[src/rtl/stopwatch_pkg.sv]
// Shared definitions for the stopwatch controller: state codes and default tick derivation.
package stopwatch_pkg;

    localparam int unsigned STATE_W         = 2;
    localparam int unsigned CLK_FREQ_HZ_DEF = 100_000_000;
    localparam int unsigned TICK_HZ_DEF     = 100;

    typedef enum logic [STATE_W-1:0] {
        ST_IDLE  = 2'd0,
        ST_RUN   = 2'd1,
        ST_LAP   = 2'd2,
        ST_PAUSE = 2'd3
    } state_t;

    function automatic int unsigned tick_div(input int unsigned clk_hz, input int unsigned tick_hz);
        return clk_hz / tick_hz;
    endfunction

    function automatic logic is_running(input state_t s);
        return (s == ST_RUN) || (s == ST_LAP);
    endfunction

endpackage

[src/rtl/stopwatch_ctrl_tick_prescaler.sv]
// Count-enable prescaler: divides clk by TICK_DIV while enabled, holds its phase otherwise.
module tick_prescaler #(
    parameter int unsigned TICK_DIV = 4
) (
    input  logic i_clk,
    input  logic i_reset,
    input  logic i_en,
    input  logic i_clr,
    input  logic i_hold,
    output logic o_tick_c
);

    localparam int unsigned P_W = $clog2(TICK_DIV);
    localparam logic [P_W-1:0] P_LAST = P_W'(TICK_DIV - 1);

    logic [P_W-1:0] r_p;
    logic           w_at_last;
    logic           w_adv;

    // A hold request still lets a due tick through so the terminal count is never lost.
    assign w_at_last = (r_p == P_LAST);
    assign w_adv     = i_en & (~i_hold | w_at_last);
    assign o_tick_c  = w_adv & w_at_last;

    always_ff @(posedge i_clk) begin
        if (i_reset || i_clr) begin
            r_p <= '0;
        end else if (w_adv) begin
            r_p <= w_at_last ? '0 : r_p + P_W'(1);
        end
    end

endmodule

[src/rtl/stopwatch_ctrl.sv]
// Stopwatch control FSM: turns debounced button pulses into count/clear/lap/freeze controls.
module stopwatch_ctrl
    import stopwatch_pkg::*;
#(
    parameter int unsigned CLK_FREQ_HZ = CLK_FREQ_HZ_DEF,
    parameter int unsigned TICK_HZ     = TICK_HZ_DEF,
    parameter int unsigned TICK_DIV    = tick_div(CLK_FREQ_HZ, TICK_HZ)
) (
    input  logic               i_clk,
    input  logic               i_reset,
    input  logic               i_btn_start_stop,
    input  logic               i_btn_lap_clear,
    input  logic               i_time_max,
    output logic               o_count_en,
    output logic               o_count_clr,
    output logic               o_lap_latch,
    output logic               o_disp_freeze,
    output logic               o_running,
    output logic [STATE_W-1:0] o_state
);

    state_t r_state;
    state_t w_next_state;
    logic   w_clr_c;
    logic   w_lap_c;
    logic   w_tick_c;
    logic   w_pre_en;
    logic   w_pre_clr;

    logic   r_count_en;
    logic   r_count_clr;
    logic   r_lap_latch;
    logic   r_disp_freeze;
    logic   r_running;

    assign w_pre_en  = is_running(r_state) & ~i_time_max;
    assign w_pre_clr = (r_state == ST_IDLE);

    tick_prescaler #(
        .TICK_DIV (TICK_DIV)
    ) u_prescaler (
        .i_clk    (i_clk),
        .i_reset  (i_reset),
        .i_en     (w_pre_en),
        .i_clr    (w_pre_clr),
        .i_hold   (i_btn_start_stop),
        .o_tick_c (w_tick_c)
    );

    // Start/stop always beats lap/clear; time_max forces a stop and locks out restart.
    always_comb begin
        w_next_state = r_state;
        w_clr_c      = 1'b0;
        w_lap_c      = 1'b0;
        case (r_state)
            ST_IDLE: begin
                if (i_btn_start_stop)     w_next_state = ST_RUN;
                else if (i_btn_lap_clear) w_clr_c      = 1'b1;
            end
            ST_RUN: begin
                if (i_time_max || i_btn_start_stop) begin
                    w_next_state = ST_PAUSE;
                end else if (i_btn_lap_clear) begin
                    w_next_state = ST_LAP;
                    w_lap_c      = 1'b1;
                end
            end
            ST_LAP: begin
                if (i_time_max || i_btn_start_stop) w_next_state = ST_PAUSE;
                else if (i_btn_lap_clear)           w_next_state = ST_RUN;
            end
            ST_PAUSE: begin
                if (i_btn_start_stop && !i_time_max) begin
                    w_next_state = ST_RUN;
                end else if (i_btn_lap_clear) begin
                    w_next_state = ST_IDLE;
                    w_clr_c      = 1'b1;
                end
            end
            default: w_next_state = ST_IDLE;
        endcase
    end

    always_ff @(posedge i_clk) begin
        if (i_reset) begin
            r_state       <= ST_IDLE;
            r_count_en    <= 1'b0;
            r_count_clr   <= 1'b0;
            r_lap_latch   <= 1'b0;
            r_disp_freeze <= 1'b0;
            r_running     <= 1'b0;
        end else begin
            r_state       <= w_next_state;
            r_count_en    <= w_tick_c;
            r_count_clr   <= w_clr_c;
            r_lap_latch   <= w_lap_c;
            r_disp_freeze <= (w_next_state == ST_LAP);
            r_running     <= is_running(w_next_state);
        end
    end

    assign o_count_en    = r_count_en;
    assign o_count_clr   = r_count_clr;
    assign o_lap_latch   = r_lap_latch;
    assign o_disp_freeze = r_disp_freeze;
    assign o_running     = r_running;
    assign o_state       = r_state;

endmodule

[config.mk]
export PLATFORM = sky130hd
export DESIGN_NAME = stopwatch_ctrl
export DESIGN_NICKNAME = d
export VERILOG_FILES = /design/src/rtl/stopwatch_pkg.sv /design/src/rtl/stopwatch_ctrl_tick_prescaler.sv /design/src/rtl/stopwatch_ctrl.sv
export SDC_FILE = /design/constraint.sdc
export NUM_CORES = 1
export LEC_CHECK = 0
export BUFFER_PORTS_ARGS = -buffer_cell sky130_fd_sc_hd__buf_2
export CAP_MARGIN = 0
export CORE_MARGIN = 2
export CORE_UTILIZATION = 63
export DETAILED_ROUTE_END_ITERATION = 8
export PLACE_DENSITY = 0.84
export SKIP_LAST_GASP = 1
export SYNTH_ARGS = -nofsm -noshare
export SYNTH_HDL_FRONTEND = slang
export SYNTH_SLANG_ARGS = --single-unit
[constraint.sdc]
create_clock -name i_clk -period 5.05 [get_ports i_clk]
set_input_delay 1.01 -clock i_clk [delete_from_list [all_inputs] [get_ports i_clk]]
set_output_delay 1.01 -clock i_clk [all_outputs]
set_load 0.05 [all_outputs]
* Yosys cells after proc, flatten, opt, wreduce, memory -nomap -nowiden
Cells that the tools add are included.
Storage, ports and cells: flip-flop bits (word level) 27, bits of input ports 5, output and inout port bits 7
Cells by class: add/subtract/negate cells 1, equal/unequal tests 6, multiplexer cells 13, bitwise gates (word level) 7, reductions and logical operators 8
Operators with widths (count):
- adder 20 x 1 -> 20 bit (second input constant) | 1
- equality test 20 bit (second input constant) | 1
- 2-to-1 mux 20 bit | 1
- 2-to-1 mux 2 bit | 7
- case mux 2 bit (4 select lines) | 1
- equality test 2 bit (second input constant) | 3
- equality test 2 x 1 -> 1 bit (second input constant) | 2
- logical OR 1 bit | 4
- bitwise AND 1 bit | 3
- 2-to-1 mux 1 bit | 3
- NOT 1 bit | 3
- OR reduction 3 bit | 1
- zero test 2 bit | 1
- case mux 1 bit (2 select lines) | 1
- logical AND 1 bit | 1
- zero test 1 bit | 1
- OR 1 bit | 1

* Depth between registers and ports, before layout
depth after elaboration 6, depth in mapped cells 8, depth with buffers taken out 8

* By module
A second synthesis with hierarchy kept.
Second synthesis, totals: cell total of the unflattened synthesis 195, area, all modules 1581.5 um^2
By module, submodules not included:
- tick_prescaler | times used 1, cells an instance 154, area an instance 1183.6 um^2, seq. area each 400.4 um^2
- stopwatch_ctrl | times used 1, cells an instance 41, area an instance 397.9 um^2, seq. area each 140.1 um^2

* Worst setup path before layout
Ideal clock, no wire load.
path kind in2reg, start input i_time_max, end register u_prescaler.r_p[15], arrival time 2.200 ns, data required time 4.922 ns, path slack 2.723 ns, stages on the path 6, buffers on the path 1, cell sequence clkbuf_1 -> nor3b_2 -> nor4b_1 -> nand4_1 -> xor2_1 -> nor2_1
Between the ends: longest elaborated chain between the ends 3
RTL lines:
- from (decl) | line stopwatch_ctrl.sv:13 | input logic i_time_max,
- NOT 1 bit | line stopwatch_ctrl.sv:36 | assign w_pre_en = is_running(r_state) & ~i_time_max;
- bitwise AND 1 bit | line stopwatch_ctrl.sv:36
- bitwise AND 1 bit | line stopwatch_ctrl_tick_prescaler.sv:22 | assign w_adv = i_en & (~i_hold | w_at_last);
- to (signal assigned) | line stopwatch_ctrl_tick_prescaler.sv:29 | r_p <= w_at_last ? '0 : r_p + P_W'(1);
- to (decl) | line stopwatch_ctrl_tick_prescaler.sv:16 | logic [P_W-1:0] r_p;
No other way between the ends. A chain may end at the register's enable or synchronous reset.

* Final worst setup path
start input i_btn_start_stop, end register u_prescaler.r_p[17]
Between the ends: longest elaborated chain between the ends 3
RTL lines:
- from (decl) | line stopwatch_ctrl.sv:11 | input logic i_btn_start_stop,
- NOT 1 bit | line stopwatch_ctrl_tick_prescaler.sv:22
- OR 1 bit | line stopwatch_ctrl_tick_prescaler.sv:22
- bitwise AND 1 bit | line stopwatch_ctrl_tick_prescaler.sv:22
No other way between the ends.

==> impl_metrics.toml <==
[synthesis]
ys_ff_latch = 27
syn_area_um2 = 1530
ys.flop_type = "dfxtp_1"
ys_types = 50
synthAdderAreaFrac = 0.0571
synth_top_family_by_area = "simple AND/OR/NAND/NOR gates"
ys_warn_count = 0
yosysSeqAreaShare = 0.353
synth-simple-area-share = 0.365
synth.avg_cell_area_um2 = 8.42
synth-edff-count = 0
async_flop_share = 0
syn_inst = 182
synth_xor_xnor_area_share = 0.0343
syn_nets = 194
synth_compound_area_frac = 0.167
synthMuxAreaShare = 0

[worst_setup_path]
critical-path-slowest-cell = "nor4b_1"
cp.arrival_ns = 2.61
crit_chain = "buf_2 > nor3b_2 > nor4b_1 > nand3_1 > a21oi_1 > a211oi_1"
crit_fanout = 18
critical_path_class = "input pin to flop"
max_stage_delay_ns = 0.53
cp.required_ns = 5.27
cp-start-kind = "input pin"
critPathCaptureType = "flop"

[placed_design]
gp_congestion = 0.877
io_buffers = 11
dp_hpwl_um = 2620

[power]
switching_share = 0.425
ir_worst_vdd_mv = 0.445
p_leak_nw = 0.518
internal_power_mw = 0.334
seqPwrFrac = 0.417
p_comb_frac = 0.426
switching_power_mw = 0.247
power.density_nw_per_um2 = 358
power_mw = 0.581
p_clk_frac = 0.158

[die]
die_h_um = 53.3
placementRows = 17
die_w_um = 53.3
initial_core_util = 0.680
ios = 12
dieArea_um2 = 2840
core_um2 = 2250

[clock_tree]
clk_path_buf_depth = 2
clkSlewWorstSetupHoldPaths_ns = 0.14
htree_levels = 1
cts_made_buffers = 3
cts_setup_buffers = 0
cts_root_buffer = "clkbuf_4"
cts_tree = "yes"
clock-sinks = 27
cts_hold_buf = 0
clk-insertion-delay-late_ns = 0.32
cts.repair.resized = 0

[drt]
num_vias = 1440
antenna_left = 0
drtIter0Drc = 82
drc_errors = 0
postRouteWirelength_um = 3630
wl_per_cell_um = 16.6
drtPass1Iterations = 4
viasPerCell = 6.61

[global_route]
antenna_found_initial = 0
grt_start_max_net_pins = 19
grt_usage = 0.291
overflow = 0
first_global_vias = 1320
grt_pass1_wl_um = 6070

[cells_and_area]
final_layout_size_suffix_gt1_frac = 0.142
fin_util = 0.719
area_growth_pct = 5.71
num-nets-final = 203
diodes = 0

[sta]
tightest_slew_ns = 0.634
finalSetupTns_ns = 0
skew_ns = 0.00351
clock.fmax_mhz = 418
fin_crit_sh = 0.474
drv_slew = 0
slew_headroom = 0.574
rsz0062_at_grt = "false"
hold_viol_final = 0
finalCriticalPeriod_ns = 2.39
setup_viol = 0

[status]
status = "finished, final reports clean"

[run]
drv_cap = 0

[hold_path]
hold_class = "flop to flop"
-- flip-flops by register name (all words and copies together), names as in the netlist --
| name | cells |
|---|---|
| o_count_clr | 1 |
| o_count_en | 1 |
| o_disp_freeze | 1 |
| o_lap_latch | 1 |
| o_running | 1 |
| o_state | 2 |
| u_prescaler.r_p | 20 |
-- cell families after synthesis --
logic type | Yosys count
compound gates | 40
xor+xnor | 6
fa+ha+maj | 7
buf+inv | 9
flops | 27
simple gates | 93
-- cell type report --
cell class	instances	area, µm²
clock buffer	4	26.3
fill	184	634
inverter	2	7.51
multi-input combinational	146	956
sequential	27	541
tap	28	35.0
timing repair buffer	11	55.1
-- final timing paths --
check | to | start | slack, ns | depth (start not counted)
worst max-delay path | u_prescaler.r_p[17] | i_btn_start_stop | 2.66 | 6
worst min-delay path | u_prescaler.r_p[19] | u_prescaler.r_p[19] | 0.54 | 2
worst max register to register | u_prescaler.r_p[17] | o_state[1] | 2.68 | 7
worst min register to register | u_prescaler.r_p[19] | u_prescaler.r_p[19] | 0.54 | 2
-- cells in the mapped netlist (2+ instances only) --
cell       n  area share
a21oi_1   12       0.039
a22oi_1    2      0.0098
a32oi_1    2       0.011
and3_1     3       0.012
buf_2      2      0.0065
clkbuf_1   5       0.012
dfxtp_1   27        0.35
ha_1       7       0.057
inv_1      2      0.0049
nand2_1   18       0.044
nand2b_1   2      0.0082
nand3_1   11       0.036
nand4_1    6       0.024
nor2_1    17       0.042
nor2b_1    4       0.016
nor3_1     6       0.020
nor3b_2    2       0.016
nor4_4     2       0.028
o21ai_0   10       0.033
o311ai_1   2       0.011
or3_1      2      0.0082
or4_1      6       0.029
xnor2_1    2       0.011
xor2_1     4       0.023
-- worst max-delay path: cells and delay by family --
family	cells	cell delay, ns
buffers and inverters	1	0.21
AO/OA/AOI/OAI	2	0.29
AND/OR/NAND/NOR	3	1.10
-- per-stage QoR --
stage	std cells	instance area, µm²	hold slack, ns	setup WS [ns]
floorplan	182	1530	0.453	2.72
finish	218	1620	0.536	2.66
CTS	218	1620	0.524	2.70
global route	218	1620	0.563	2.51
detailed placement	214	1590	0.496	2.33
global placement	214	1590	0.469	2.53
-- routing by layer --
| metal | share of wire | GRT usage | vias to the layer above |
|---|---|---|---|
| met4 | 0.020 | 0.111 | 0 |
| met2 | 0.48 | 0.471 | 76 |
| li1 | - | - | 701 |
| met1 | 0.43 | 0.395 | 653 |
| met3 | 0.071 | 0.0311 | 10 |
| met5 | 0 | 0 | - |
-- power by group through the flow --
stage,Clock (mW),Sequential (mW),Combinational [mW]
after floorplan,0,0.295,0.139
after global placement,0,0.244,0.235
after detailed placement,0,0.246,0.242
after CTS,0.0959,0.241,0.246
after global routing,0.100,0.244,0.274
final,0.0917,0.242,0.247
-- layout by cell type, fill, tap and decap left out, types with 2 or more instances in the layout --
cell type	synthesis	routed
a21oi_1	12	12
o311ai_1	2	2
nor4_4	2	2
inv_1	2	2
and3_1	3	3
dfxtp_1	27	27
nor2b_1	4	4
or3_1	2	2
or4_1	6	6
nor3_1	6	6
nand3_1	11	11
buf_2	2	11
nor3b_2	2	2
xor2_1	4	4
clkbuf_4	0	3
a32oi_1	2	2
xnor2_1	2	2
o21ai_0	10	10
nand2_1	18	18
a22oi_1	2	2
nor2_1	17	17
nand4_1	6	6
nand2b_1	2	2
ha_1	7	7
(Power assumes the default switching activity.)
